## config.mk

```make
export PLATFORM = sky130hd
export DESIGN_NAME = music_box_dac_serializer
export DESIGN_NICKNAME = d
export VERILOG_FILES = /design/src/rtl/music_box_pkg.sv /design/src/rtl/music_box_sclk_divider.sv /design/src/rtl/music_box_dac_serializer.sv
export SDC_FILE = /design/constraint.sdc
export NUM_CORES = 1
export LEC_CHECK = 0
export BUFFER_PORTS_ARGS = -buffer_cell sky130_fd_sc_hd__clkbuf_2
export CORE_MARGIN = 4
export CORE_UTILIZATION = 48
export CTS_CLUSTER_SIZE = 10
export DETAILED_ROUTE_END_ITERATION = 8
export MAX_ROUTING_LAYER = met4
export PLACE_DENSITY = 0.81
export SETUP_SLACK_MARGIN = 0.5
export SLEW_MARGIN = 20
export SYNTH_ARGS = -nofsm -noshare
export SYNTH_HDL_FRONTEND = slang
export SYNTH_SLANG_ARGS = --single-unit
```

## constraint.sdc

```tcl
create_clock -name clock_50Mhz -period 1.75 [get_ports clock_50Mhz]
set_input_delay 0 -clock clock_50Mhz [delete_from_list [all_inputs] [get_ports clock_50Mhz]]
set_output_delay 0 -clock clock_50Mhz [all_outputs]
set_load 0.01 [all_outputs]
```

## src/rtl/music_box_pkg.sv

```systemverilog
// +----------------------------------------------------------------------+
// | music_box_pkg                                                        |
// | Shared types and constants for the music box DAC serializer.         |
// | Rev 1.0                                                              |
// +----------------------------------------------------------------------+
`default_nettype none

package music_box_pkg;

  typedef enum logic [2:0] {
    IDLE    = 3'd0,
    SETUP   = 3'd1,
    SHIFT   = 3'd2,
    CS_HOLD = 3'd3,
    LATCH   = 3'd4
  } serState_t;

  localparam int         FRAME_BITS         = 16;
  localparam logic [3:0] DAC_CONFIG_DEFAULT = 4'b0011;

  // Two 8-bit sources summed in 9 bits; a carry clamps to full scale.
  function automatic logic [7:0] mixSaturate(input logic [7:0] song, input logic [7:0] rec);
    logic [8:0] sum;
    sum = {1'b0, song} + {1'b0, rec};
    return sum[8] ? 8'hFF : sum[7:0];
  endfunction

endpackage

`default_nettype wire

```

## src/rtl/music_box_sclk_divider.sv

```systemverilog
// +----------------------------------------------------------------------+
// | music_box_sclk_divider                                               |
// | Phase counter producing a one-cycle enable every SCLK_DIV cycles.    |
// | Rev 1.0                                                              |
// +----------------------------------------------------------------------+
`default_nettype none

module music_box_sclk_divider #(
  parameter int SCLK_DIV = 4
) (
  input  logic clock_50Mhz,
  input  logic reset_n,
  input  logic restart,
  output logic halfTick
);

  localparam logic [7:0] c_LAST_PHASE = 8'(SCLK_DIV - 1);

  logic [7:0] r_phaseCount;

  always_ff @(posedge clock_50Mhz or negedge reset_n) begin
    if (!reset_n) begin
      r_phaseCount <= '0;
    end else if (restart || (r_phaseCount == c_LAST_PHASE)) begin
      r_phaseCount <= '0;
    end else begin
      r_phaseCount <= r_phaseCount + 8'd1;
    end
  end

  assign halfTick = (r_phaseCount == c_LAST_PHASE);

endmodule

`default_nettype wire

```

## src/rtl/music_box_dac_serializer.sv

```systemverilog
// +----------------------------------------------------------------------+
// | music_box_dac_serializer                                             |
// | Mixes song and recording audio and shifts one 16-bit SPI frame per   |
// | sample tick into the DAC, followed by an LDAC latch pulse.           |
// | Rev 1.0                                                              |
// +----------------------------------------------------------------------+
`default_nettype none

module music_box_dac_serializer
  import music_box_pkg::*;
#(
  parameter int         SCLK_DIV   = 4,
  parameter logic [3:0] DAC_CONFIG = DAC_CONFIG_DEFAULT
) (
  input  logic        clock_50Mhz,
  input  logic        reset_n,
  input  logic        sample_tick,
  input  logic [7:0]  song_audio,
  input  logic [15:0] recording_audio,
  input  logic        overrun_clear,
  output logic        dac_cs_n,
  output logic        dac_sclk,
  output logic        dac_mosi,
  output logic        dac_ldac_n,
  output logic        busy,
  output logic        overrun,
  output logic [7:0]  last_sample
);

  localparam logic [3:0] c_LAST_BIT  = 4'(FRAME_BITS - 1);
  localparam logic [3:0] c_NEXT_BASE = 4'(FRAME_BITS - 2);

  serState_t   r_state;
  logic [15:0] r_frame;
  logic [3:0]  r_bitCount;
  logic [7:0]  w_mix;
  logic        w_frameStart;
  logic        w_halfTick;
  logic        w_unusedRecHigh;

  assign w_mix           = mixSaturate(song_audio, recording_audio[7:0]);
  assign w_unusedRecHigh = ^recording_audio[15:8];
  assign w_frameStart    = sample_tick && (r_state == IDLE);
  assign busy            = (r_state != IDLE);

  music_box_sclk_divider #(
    .SCLK_DIV (SCLK_DIV)
  ) u_sclkDivider (
    .clock_50Mhz (clock_50Mhz),
    .reset_n     (reset_n),
    .restart     (w_frameStart),
    .halfTick    (w_halfTick)
  );

  always_ff @(posedge clock_50Mhz or negedge reset_n) begin
    if (!reset_n) begin
      r_state     <= IDLE;
      r_frame     <= '0;
      r_bitCount  <= '0;
      dac_cs_n    <= 1'b1;
      dac_sclk    <= 1'b0;
      dac_mosi    <= 1'b0;
      dac_ldac_n  <= 1'b1;
      last_sample <= '0;
    end else begin
      case (r_state)
        IDLE: begin
          if (sample_tick) begin
            r_frame     <= {DAC_CONFIG, w_mix, 4'b0000};
            last_sample <= w_mix;
            r_bitCount  <= '0;
            dac_cs_n    <= 1'b0;
            dac_sclk    <= 1'b0;
            dac_mosi    <= DAC_CONFIG[3];
            r_state     <= SETUP;
          end
        end
        SETUP: begin
          if (w_halfTick) r_state <= SHIFT;
        end
        SHIFT: begin
          if (w_halfTick) begin
            if (!dac_sclk) begin
              dac_sclk <= 1'b1;
            end else begin
              // Data moves only on the falling edge so it is settled at every rise.
              dac_sclk <= 1'b0;
              if (r_bitCount == c_LAST_BIT) begin
                dac_cs_n <= 1'b1;
                dac_mosi <= 1'b0;
                r_state  <= CS_HOLD;
              end else begin
                dac_mosi   <= r_frame[c_NEXT_BASE - r_bitCount];
                r_bitCount <= r_bitCount + 4'd1;
              end
            end
          end
        end
        CS_HOLD: begin
          if (w_halfTick) begin
            dac_ldac_n <= 1'b0;
            r_state    <= LATCH;
          end
        end
        LATCH: begin
          if (w_halfTick) begin
            dac_ldac_n <= 1'b1;
            r_state    <= IDLE;
          end
        end
        default: r_state <= IDLE;
      endcase
    end
  end

  // A dropped tick sets the flag even when a clear arrives in the same cycle.
  always_ff @(posedge clock_50Mhz or negedge reset_n) begin
    if (!reset_n) begin
      overrun <= 1'b0;
    end else if (sample_tick && busy) begin
      overrun <= 1'b1;
    end else if (overrun_clear) begin
      overrun <= 1'b0;
    end
  end

endmodule

`default_nettype wire

```

== Word level (Yosys, flattened, before mapping) ==
Index checks and enable logic that the tools add are counted.
Word-level totals
  bits in registers: 37
  bits of input ports: 28
  word-level logic and storage cells: 78
Cells by class
  add/sub/neg operators: 4
  magnitude comparators: 1
  eq/ne operators: 14
  muxes and demuxes: 34
  reduce and logical (&&, ||, !) cells: 15
Operators with widths (number)
  $mux 3: 7
  $mux 4: 4
  $mux 8: 2
  $pmux 3 s5: 1
  $mux 1: 14
  $reduce_and 5->1: 2
  $add 8x8->9: 1
  $add 8x1->8 const B: 1
  $eq 8x2->1 const B: 1
  $ne 2x1->1 const B: 4
  $ne 2x2->1 const B: 4
  $pmux 1 s2: 4
  $pmux 4 s2: 1
  $reduce_and 7->1: 1
  $eq 3x2->1 const B: 2
  $reduce_and 3->1: 2
  $reduce_bool 2->1: 3
  $lt 4x5->1 const B: 1
  $add 4x1->4 const B: 1
  $bmux 1 s4: 1
  $eq 4x4->1 const B: 1
  $reduce_and 4->1: 1
  $sub 4x4->4 const A: 1
  $eq 3x1->1 const B: 1
  other kinds (6): 7

== Longest topological paths before layout ==
  word-level depth: 7
  depth in mapped cells: 7
  gate-level depth less buffers: 7

== Modules after synthesis ==
Synthesis repeated with hierarchy kept, for this count alone.
Second synthesis, totals
  cell total of the unflattened synthesis: 194
  area, all modules: 1879.3 um^2
Modules (own cells, without submodules)
  music_box_dac_serializer: instances 1, cells each 155, area each 1471.4 um^2, sequential area each 528.0 um^2
  music_box_sclk_divider: instances 1, cells each 39, area each 407.9 um^2, sequential area each 200.2 um^2

== Least setup slack after synthesis ==
No wires, ideal clock.
  path type: register to register
  from: register u_sclkDivider.r_phaseCount[0]
  to: register r_bitCount[2]
  library setup time: 69 ps
  data arrival time: 1659 ps
  setup slack: 22 ps
  stages on the path, launching flop included: 7
  path buffers: 0
  cells stage by stage: dfrtp_1 -> ha_1 -> nor4b_4 -> nand3_1 -> a221o_1 -> or3_1 -> nand3_1
On the way
  longest elaborated chain between the ends: 3
RTL lines
  start: declaration: line music_box_sclk_divider.sv:19  | logic [7:0] r_phaseCount;
  start signal: assignment: line music_box_sclk_divider.sv:27  | r_phaseCount <= r_phaseCount + 8'd1;
  $eq 8x2->1: line music_box_sclk_divider.sv:31  | assign halfTick = (r_phaseCount == c_LAST_PHASE);
  $ne 2x1->1 (no source line)
  $reduce_and 5->1 (no source line)
  end signal: assignment: line music_box_dac_serializer.sv:94  | r_bitCount <= r_bitCount + 4'd1;
  end: declaration: line music_box_dac_serializer.sv:35  | logic [3:0] r_bitCount;
Every way passes these cells.
A chain may end at the register's enable or synchronous reset.

== Final worst setup path ==
  from: register u_sclkDivider.r_phaseCount[1]
  to: register r_bitCount[2]
The elaborated chain is that of the path after synthesis.

==> results.tsv <==
stage	metric	value	unit
finish	area_growth	34.9	%
grt	grt_max_degree	30	
yosys	synthFlopType	dfrtp_1	
yosys	syn_area	1790	um^2
sta	worstMarginPinSlew	0.717	ns
route	vias_per_cell	5.53	
cts	clk_pin_slew	0.06	ns
worst_setup_path	crit_type	flip-flop to flip-flop	
worst_setup_path	crit_chain	ha_2 -> nor4b_4 -> nand3_1 -> a221o_1 -> or3_1 -> nand3_1	
worst_setup_path	critical_path.most_common_cell	nand3_1	
sta	maxSlewViolCount	0	
worst_setup_path	cp-start-kind	flip-flop	
yosys	synth-seq-area-share	40.6	%
route	vias	1597	
route	remaining_drc_errors	0	
route	dr_wl_met2	2200	um
yosys	synth.distinct_cells	43	
pwr	vdd_drop_max	0.000512	V
worst_setup_path	worstSetupEndpointType	flip-flop	
yosys	syn_avg_cell_area	9.24	um^2
yosys	syn_inst	194	
route	drt-met1-wl	1680	um
sta	max_slew_margin	52.2	%
worst_setup_path	cp_slowest_cell	dfrtp_1	
die	start_util	51.7	%
die	io_pins	42	
cts	cts_inserted_buffers	5	
pwr	total_power	0.00336	W
cts	clk-insertion-delay-late	0.27	ns
cts	cts.root.buffer_cell	clkbuf_8	
route	wl	4190	um
cts	htree_levels	2	
sta	rsz0062_at_grt	true	
finish	fin_util	69.7	%
sta	finClkSkew	0.000935	ns
worst_setup_path	arrival	1.90	ns
pwr	power_density	1390	nW/um^2
finish	seq_area	731	um^2
grt	grt_pass1_wl	7250	um
worst_setup_path	path_delay_family	simple AND/OR/NAND/NOR gates	
finish	diodes	0	
die	num_rows	21	
sta	max_freq	0.591	GHz
min_path	hold_class	input pin to flip-flop	
route	top_layer_used	met4	
finish	fillers	272	
yosys	synth_edf_count	0	
route	drt_iter0_markers	139	
yosys	ys_seq_elements	29	
cts	clk_path_buf_depth	2	
route	route.antenna.remaining_nets	0	
placed_design	dp_hpwl	2690	um
yosys	async_flop_share	100	%
die	die_x	69.1	um
sta	period_needed	1.69	ns
route	dr.pass1.iters	4	
status	status	finished clean	
grt	grtUsageTotal	18.9	%
yosys	yosysWarnings	0	
worst_setup_path	cp_num_buf_inv	0	
grt	grt_pass1_vias	1662	
die	die_area	4780	um^2
pwr	leakage	1.06	nW
route	wire_per_inst	14.5	um
worst_setup_path	critical_path.max_fanout	3	
route	wl_met3	182	um
flow_run	cap_violations	0	
die	fp.coreArea	3470	um^2
placed_design	place_congestion	0.838	
sta	whs	0.146	ns
worst_setup_path	r2r_slack	0.06	ns
finish	drive_gt1_share	39.5	%
yosys	syn_nets	233	
sta	hold_viol	0	
finish	multi_input_area	1140	um^2
sta	setup_viol	0	
finish	nets	281	
cts	cts_tree	built	
grt	antenna_found_initial	0	
grt	grt.overflow.total	0	
sta	finalCritPeriodShare	96.7	%
placed_design	port_buffers	33	
worst_setup_path	cp.required	1.96	ns
cts	clock_sinks	29	
worst_setup_path	cpPeakStageDelay	0.37	ns
die	die_y	69.1	um
## registers in the layout, indices dropped and copies added (netlist names)
name                        flops
r_bitCount                      4
u_sclkDivider.r_phaseCount      8
r_state                         3
dac_ldac_n                      1
last_sample                     7
dac_mosi                        1
dac_cs_n                        1
r_frame                         2
overrun                         1
dac_sclk                        1
## per-layer routing
layer | GRT usage [%] | up-vias
li1 | - | 777
met1 | 21.2 | 764
met2 | 31.3 | 42
met3 | 5.52 | 14
met4 | 8.03 | 0
met5 | - | -
## power breakdown
group / switching [W] / internal, W / total, W
combinational: 0.000810 / 0.000836 / 0.00165
clock: 0.000239 / 0.000282 / 0.000521
sequential: 0.000276 / 0.000916 / 0.00119
## cells in the mapped netlist, types with 5 or more instances
master    number  share of area, %
nor2_1        28               5.9
dfrtp_1       27                38
nand2_1       20               4.2
a21oi_1       10               2.8
ha_1          10               7.0
nand3_1        9               2.5
a31oi_1        8               2.8
buf_4          8               3.3
xnor2_1        7               3.4
o21ai_0        6               1.7
xor2_1         6               2.9
clkbuf_1       5               1.0
## final timing paths
kind | from | endpoint | cells after the start
worst min register to register | r_frame[12] | r_frame[12] | 1
worst max register to register | u_sclkDivider.r_phaseCount[1] | r_bitCount[2] | 6
worst max-delay path | u_sclkDivider.r_phaseCount[1] | r_bitCount[2] | 6
min in group asynchronous | reset_n | overrun | 2
worst min-delay path | recording_audio[0] | last_sample[0] | 4
max in group asynchronous | reset_n | r_state[1] | 2
## placed cells by master (no fill, tap or decap), types with 4 or more instances in the layout
cell type   n
clkbuf_2   33
a31oi_1     6
xor2_1      6
nor2_2      4
dfrtp_1    25
xnor2_1     6
mux2i_1     4
buf_4      11
a21oi_1     8
buf_6       7
o21ai_0     5
nand2_1    20
nand3_1     9
nor2_1     18
clkbuf_8    5
nor2_4      6
ha_1        7
inv_1       4
a21o_1      4
## kinds of logic (layout without fill, tap and decap cells)
logic type / after synthesis / after routing / share of synthesized area (%)
AOI/OAI and AO/OA: 44 / 44 / 16.3
xor gates and xnor gates: 13 / 13 / 6.35
adders and majority gates: 11 / 11 / 8.09
buffers and inverters: 20 / 69 / 6.00
DFF: 29 / 29 / 40.6
muxes: 5 / 5 / 3.49
and+or+nand+nor: 72 / 72 / 19.2
## tightest hold or removal path, stage by stage
cell and delay [ns]:
clkbuf_2 0.10, ha_4 0.12, nor2_1 0.04, a21oi_2 0.12
## stage by stage
stage               instances  TNS, ns  setup slack [ns]  cell area [um^2]
floorplan                 194        0            0.0491              1880
global placement          267        0            0.0638              2060
detailed placement        267        0            0.0363              2060
CTS                       284        0            0.0639              2290
global route              289   -0.238           -0.0658              2420
finish                    289        0            0.0585              2420
## layout make-up
type / count / share of cell area [%]
repair buffers: 56 / 16.0
inverters: 5 / 0.776
clock buffers: 8 / 3.31
multi-input cells: 145 / 47.3
well taps: 46 / 2.38
flip-flops and latches: 29 / 30.2
## timing repair
action	4_1_cts	5_1_grt
hold endpoints to repair	28	0
hold buffers	3	0
endpoints found under the setup margin	29	29
gates cloned	1	0
gates resized for setup	21	21
setup buffers	5	5
pin swaps	3	0
(Power assumes the default switching activity.)
